## src/rtl/uart_reg_pkg.sv

```systemverilog
// Shared types and constants for the UART register responder: packet bytes,
// parser/reply state encodings and a saturating counter helper.
package uart_reg_pkg;

  localparam logic [7:0] SYNC_BYTE      = 8'h55;
  localparam logic [7:0] REPLY_BYTE     = 8'hAA;
  localparam logic [7:0] CMD_READ       = 8'h01;
  localparam logic [7:0] CMD_WRITE      = 8'h02;
  localparam int         TIMEOUT_CYCLES = 50000;

  typedef enum logic [2:0] {
    P_IDLE   = 3'd0,
    P_CMD    = 3'd1,
    P_ADDR   = 3'd2,
    P_DATA   = 3'd3,
    P_EXEC   = 3'd4,
    P_RDWAIT = 3'd5,
    P_REPLY  = 3'd6
  } parser_state_t;

  typedef enum logic [1:0] {
    R_IDLE      = 2'd0,
    R_WAIT_IDLE = 2'd1,
    R_WAIT_HIGH = 2'd2
  } reply_state_t;

  function automatic logic [7:0] sat_inc8(input logic [7:0] v);
    return (v == 8'hFF) ? v : v + 8'd1;
  endfunction

endpackage

```

## src/rtl/uart_reply_sender.sv

```systemverilog
// Sends three bytes to the UART transmitter, one handshake per byte
// (wait busy low, raise send, wait busy high, drop send); pulses done at the end.
module uart_reply_sender
  import uart_reg_pkg::*;
(
  input  logic       clk,
  input  logic       rst,
  input  logic       start,
  input  logic [7:0] byte0,
  input  logic [7:0] byte1,
  input  logic [7:0] byte2,
  input  logic       tx_busy,
  output logic [7:0] tx_data,
  output logic       tx_send,
  output logic       done
);

  reply_state_t state_q, state_d;
  logic [1:0]   idx_q, idx_d;
  logic [7:0]   b1_q, b1_d, b2_q, b2_d, tx_data_q, tx_data_d;
  logic         send_q, send_d;

  always_ff @(posedge clk or posedge rst) begin
    if (rst) begin
      state_q   <= R_IDLE;
      idx_q     <= 2'd0;
      b1_q      <= 8'h00;
      b2_q      <= 8'h00;
      tx_data_q <= 8'h00;
      send_q    <= 1'b0;
    end else begin
      state_q   <= state_d;
      idx_q     <= idx_d;
      b1_q      <= b1_d;
      b2_q      <= b2_d;
      tx_data_q <= tx_data_d;
      send_q    <= send_d;
    end
  end

  always_comb begin
    state_d   = state_q;
    idx_d     = idx_q;
    b1_d      = b1_q;
    b2_d      = b2_q;
    tx_data_d = tx_data_q;
    send_d    = send_q;
    done      = 1'b0;
    case (state_q)
      R_IDLE: begin
        if (start) begin
          // Skip the wait state when the line is already free to save a cycle
          b1_d      = byte1;
          b2_d      = byte2;
          idx_d     = 2'd0;
          tx_data_d = byte0;
          send_d    = !tx_busy;
          state_d   = tx_busy ? R_WAIT_IDLE : R_WAIT_HIGH;
        end else begin
          send_d = 1'b0;
        end
      end
      R_WAIT_IDLE: begin
        if (!tx_busy) begin
          send_d  = 1'b1;
          state_d = R_WAIT_HIGH;
        end else begin
          send_d = 1'b0;
        end
      end
      R_WAIT_HIGH: begin
        if (tx_busy) begin
          send_d = 1'b0;
          if (idx_q == 2'd2) begin
            done    = 1'b1;
            state_d = R_IDLE;
          end else begin
            idx_d     = idx_q + 2'd1;
            tx_data_d = (idx_q == 2'd0) ? b1_q : b2_q;
            state_d   = R_WAIT_IDLE;
          end
        end else begin
          send_d = 1'b1;
        end
      end
      default: begin
        send_d  = 1'b0;
        state_d = R_IDLE;
      end
    endcase
  end

  assign tx_data = tx_data_q;
  assign tx_send = send_q;

endmodule

```

## src/rtl/uart_reg_responder.sv

```systemverilog
// Host packet parser: decodes {55, cmd, addr[, data]}, performs one register
// read or write, and returns {AA, addr, data} through the reply sender.
module uart_reg_responder
  import uart_reg_pkg::*;
(
  input  logic       ipClk,
  input  logic       ipReset,
  input  logic [7:0] ipRxData,
  input  logic       ipRxValid,
  output logic [7:0] opTxData,
  output logic       opTxSend,
  input  logic       ipTxBusy,
  output logic [7:0] opRegAddr,
  output logic [7:0] opRegWrData,
  output logic       opRegWrEnable,
  output logic       opRegRdEnable,
  input  logic [7:0] ipRegRdData,
  output logic       opBusy,
  output logic [7:0] opErrorCount
);

  localparam int               TMO_W    = $clog2(TIMEOUT_CYCLES);
  localparam logic [TMO_W-1:0] TMO_LAST = TMO_W'(TIMEOUT_CYCLES - 1);

  parser_state_t    state_q, state_d;
  logic             is_write_q, is_write_d;
  logic [7:0]       addr_q, addr_d, wdata_q, wdata_d, err_q, err_d;
  logic             wr_en_q, wr_en_d, rd_en_q, rd_en_d, busy_q, busy_d;
  logic [TMO_W-1:0] tmo_q, tmo_d;
  logic             start_s, done_s, in_pkt_s;
  logic [7:0]       data_byte_s;

  always_ff @(posedge ipClk or posedge ipReset) begin
    if (ipReset) begin
      state_q    <= P_IDLE;
      is_write_q <= 1'b0;
      addr_q     <= 8'h00;
      wdata_q    <= 8'h00;
      err_q      <= 8'h00;
      wr_en_q    <= 1'b0;
      rd_en_q    <= 1'b0;
      busy_q     <= 1'b0;
      tmo_q      <= '0;
    end else begin
      state_q    <= state_d;
      is_write_q <= is_write_d;
      addr_q     <= addr_d;
      wdata_q    <= wdata_d;
      err_q      <= err_d;
      wr_en_q    <= wr_en_d;
      rd_en_q    <= rd_en_d;
      busy_q     <= busy_d;
      tmo_q      <= tmo_d;
    end
  end

  always_comb begin
    state_d     = state_q;
    is_write_d  = is_write_q;
    addr_d      = addr_q;
    wdata_d     = wdata_q;
    err_d       = err_q;
    wr_en_d     = 1'b0;
    rd_en_d     = 1'b0;
    tmo_d       = '0;
    start_s     = 1'b0;
    data_byte_s = wdata_q;
    in_pkt_s    = (state_q == P_CMD) || (state_q == P_ADDR) || (state_q == P_DATA);
    case (state_q)
      P_IDLE: begin
        if (ipRxValid && (ipRxData == SYNC_BYTE)) state_d = P_CMD;
        else                                       state_d = P_IDLE;
      end
      P_CMD: begin
        if (ipRxValid) begin
          if ((ipRxData == CMD_READ) || (ipRxData == CMD_WRITE)) begin
            is_write_d = (ipRxData == CMD_WRITE);
            state_d    = P_ADDR;
          end else begin
            err_d   = sat_inc8(err_q);
            state_d = P_IDLE;
          end
        end else begin
          state_d = P_CMD;
        end
      end
      P_ADDR: begin
        if (ipRxValid) begin
          addr_d = ipRxData;
          if (is_write_q) begin
            state_d = P_DATA;
          end else begin
            rd_en_d = 1'b1;
            state_d = P_EXEC;
          end
        end else begin
          state_d = P_ADDR;
        end
      end
      P_DATA: begin
        if (ipRxValid) begin
          wdata_d = ipRxData;
          wr_en_d = 1'b1;
          state_d = P_EXEC;
        end else begin
          state_d = P_DATA;
        end
      end
      P_EXEC: begin
        // A write reply can start now; a read must wait one cycle for bus data
        if (is_write_q) begin
          start_s = 1'b1;
          state_d = P_REPLY;
        end else begin
          state_d = P_RDWAIT;
        end
      end
      P_RDWAIT: begin
        start_s     = 1'b1;
        data_byte_s = ipRegRdData;
        state_d     = P_REPLY;
      end
      P_REPLY: begin
        if (done_s) state_d = P_IDLE;
        else        state_d = P_REPLY;
      end
      default: state_d = P_IDLE;
    endcase

    // Inter-byte timeout; a byte on the expiry cycle wins over the timeout
    if (in_pkt_s) begin
      if (ipRxValid) begin
        tmo_d = '0;
      end else if (tmo_q == TMO_LAST) begin
        err_d   = sat_inc8(err_q);
        state_d = P_IDLE;
      end else begin
        tmo_d = tmo_q + TMO_W'(1);
      end
    end else begin
      tmo_d = '0;
    end

    busy_d = (state_d != P_IDLE);
  end

  uart_reply_sender u_sender (
    .clk     (ipClk),
    .rst     (ipReset),
    .start   (start_s),
    .byte0   (REPLY_BYTE),
    .byte1   (addr_q),
    .byte2   (data_byte_s),
    .tx_busy (ipTxBusy),
    .tx_data (opTxData),
    .tx_send (opTxSend),
    .done    (done_s)
  );

  assign opRegAddr     = addr_q;
  assign opRegWrData   = wdata_q;
  assign opRegWrEnable = wr_en_q;
  assign opRegRdEnable = rd_en_q;
  assign opBusy        = busy_q;
  assign opErrorCount  = err_q;

endmodule
```

## config.mk

```make
export PLATFORM = sky130hd
export DESIGN_NAME = uart_reg_responder
export DESIGN_NICKNAME = d
export VERILOG_FILES = /design/src/rtl/uart_reg_pkg.sv /design/src/rtl/uart_reply_sender.sv /design/src/rtl/uart_reg_responder.sv
export SDC_FILE = /design/constraint.sdc
export NUM_CORES = 1
export LEC_CHECK = 0
export CAP_MARGIN = 25
export CORE_AREA = 2 2 113 82
export CTS_BUF_LIST = sky130_fd_sc_hd__clkbuf_4
export DETAILED_ROUTE_END_ITERATION = 8
export DIE_AREA = 0 0 115 84
export GPL_TIMING_DRIVEN = 0
export PLACE_DENSITY = 0.67
export SLEW_MARGIN = 20
export SYNTH_ARGS = -nofsm -noshare
export SYNTH_HDL_FRONTEND = slang
export SYNTH_HIERARCHICAL = 1
export SYNTH_SLANG_ARGS = --single-unit
```

## constraint.sdc

```tcl
create_clock -name ipClk -period 5.2 [get_ports ipClk]
set_input_delay 0.52 -clock ipClk [delete_from_list [all_inputs] [get_ports ipClk]]
set_output_delay 0.52 -clock ipClk [all_outputs]
set_load 0.005 [all_outputs]
```

==> results.cfg <==
[global_routing]
grt_pass1_wl_um = 13660
antenna_found_initial = 0
grt_overflow_total = 0
grt_pass1_vias = 2755
grt_usage_pct = 18.50
grt_max_degree = 34

[floorplanning]
dieArea_um2 = 9660
start_util_pct = 43.46
core_area_um2 = 8708
die_x_um = 115
boundaryPins = 56
die_h_um = 84
core.rowCount = 29

[sta]
max_freq_mhz = 417.0
slew_violations = 0
fin_crit_sh_pct = 46.12
rsz0062_at_grt = false
hold_viol = 0
post-route-min-period_ns = 2.398
holdWs_ns = 0.4229
max_slew_margin_pct = 47.24
tightest_slew_ns = 0.7871
fin_setup_tns_ns = 0
setup_violations = 0
finalClockSkew_ns = 0.01197

[power_and_ir_drop]
p_leak_nw = 2.123
ir_worst_vdd_mv = 0.1434
power_density_nw_per_um2 = 321.6

[synth]
ys_warn_count = 6
ys_ff_latch = 76
syn_area_um2 = 3785
synthArstFlopShare_pct = 100.0
synth.mux.area_fraction_pct = 16.46
synth-edff-count = 0
yosys.area_share.adder_pct = 3.306
synth_top_cell_by_area = dfrtp_1
ys.flop_type = dfrtp_1
synth_top_family_by_area = simple AND/OR/NAND/NOR gates
syn_area_per_cell_um2 = 11.20
synth_top_area_share_pct = 50.25
ys_seq_area_share_pct = 50.25
synth-simple-area-share_pct = 17.39
synth_common_cells = 76 x dfrtp_1, 42 x mux2_2, 35 x nand2_1, 32 x nor2_1, 16 x a21oi_1
synth_xor_area_share_pct = 3.934
netlist_top_cells_area = dfrtp_1 50%, mux2_2 12%, nand2_1 3.5%
synth_compound_area_share_pct = 6.050
synth_cell_types = 50
synthCells = 338
yosys.cell_count.top_type = dfrtp_1

[worst_setup_path]
crit_chain = buf_1, nor2_1, nor3_1, nand2_1, buf_2, mux2_2
reg2reg_slack_ns = 2.80
crit_fanout = 10
critPathKind = flop to flop
crit_path_end_kind = flop
ff2ff_path_depth = 6
cp_data_required_time_ns = 5.51
critical_path.startpoint = state_q[0]
reg2reg_from = state_q[0]
endpoint = u_sender/b2_q[7]
startpoint_type = flop
critPathArrivalTime_ns = 2.71
worstReg2RegEnd = u_sender/b2_q[7]
critPathMaxStageDelay_ns = 0.44
slowest_stage = nor3_1

[cts]
clock_latency_ns = 0.43
cts_resized = 0
clock-sinks = 76
cts_buffers = 9
cts_buffer_depth = 2
clk_pin_slew_ns = 0.12
clockRootBuffer = clkbuf_4
hold_buffers = 0
postCtsSetupBuffers = 0
cts_tree = done
h-tree-depth = 3

[cells_and_area]
drive_gt1_share_pct = 19.23
final_core_utilization_pct = 53.59
fin_nets = 441
antenna_cells = 0
area_delta_synth_final_pct = 23.31

[route]
drt_iter0_drc = 152
final_antenna_net_count = 0
drc = 0
wire_per_inst_um = 15.48
wirelength_um = 8114
vias = 2713
vias_per_cell = 5.177
first_pass_iters = 4

[placed_design]
hpwlAfterDp_um = 6076
gp_congestion = 0.8034
io_buffers = 55

[job]
cap_violations = 0

[status]
status = finished clean

[hold_path]
hp-class = primary input to async pin
## critical path: cells and delay by family (launching register included)
kind | cells | cell delay, ns
buf+inv | 2 | 0.67
flops | 1 | 0.39
mux | 1 | 0.29
simple gates | 3 | 0.92
## worst min path at each step
stage                           startpoint                to  slack [ns]  cells after the start
after detailed placement  u_sender/b2_q[7]  u_sender/b2_q[7]        0.49                      1
final                              ipReset        state_q[0]        0.42                      2
after floorplan                   tmo_q[0]          tmo_q[0]        0.47                      1
after global routing               ipReset          tmo_q[9]        0.42                      2
after CTS                          ipReset          tmo_q[9]        0.41                      2
after global placement    u_sender/b1_q[0]  u_sender/b1_q[0]        0.49                      1
## sequential cells by signal (all words and copies together), names as in the netlist, 3 cells and up
name / cells
tmo_q: 16
u_sender/tx_data: 8
u_sender/b1_q: 8
u_sender/b2_q: 8
opRegWrData: 8
opErrorCount: 8
opRegAddr: 8
state_q: 3
## kinds of logic after synthesis
| group | Yosys count |
|---|---|
| simple gates | 121 |
| flops | 76 |
| mux | 56 |
| compound gates | 36 |
| buf+inv | 20 |
| xor+xnor | 17 |
| fa+ha+maj | 10 |
| other cells | 2 |
## area by class of cell
class	count	area, um^2
buffer	8	46.29
clock buffer	10	75.07
clock inverter	6	78.83
fill	788	4041
inverter	12	45.04
multi-input combinational	248	1814
sequential	76	1902
tap	108	135.1
timing repair buffer	56	570.5
## metal layers
layer / GRT usage [%] / wire length (um) / up-vias
li1: - / - / 1319
met1: 26.79 / 4101 / 1329
met2: 26.20 / 3511 / 55
met3: 5.955 / 388 / 10
met4: 5.915 / 112 / 0
met5: 0 / 0 / -
## cell usage in the layout (no fill, tap or decap), drive strengths merged, types with 8 or more instances in the layout
| cell type | instances |
|---|---|
| xor2 | 12 |
| mux2i | 12 |
| a21oi | 17 |
| dfrtp | 76 |
| and3 | 8 |
| buf | 8 |
| clkbuf | 11 |
| nand3 | 9 |
| mux2 | 44 |
| nand2 | 35 |
| inv | 11 |
| clkdlybuf4s50 | 55 |
| nor2 | 34 |
| ha | 10 |
| conb | 8 |
## per-stage QoR
step,instance area [um^2],setup slack (ns),cells,power (mW)
after global placement,4493,2.557,507,1.100
final,4667,2.802,524,1.501
after floorplan,3807,3.289,344,0.9560
after CTS,4667,2.847,524,1.523
after global routing,4667,2.601,524,1.600
after detailed placement,4513,2.744,508,1.120
## report_power, final
group	internal [mW]	switching, mW	leakage [nW]	total [mW]
Clock	0.196	0.199	0.0791	0.395
Combinational	0.228	0.193	1.03	0.422
Sequential	0.648	0.0363	1.01	0.684
Total	1.07	0.429	2.12	1.50
Note: power is estimated with default switching activity, not from simulation.
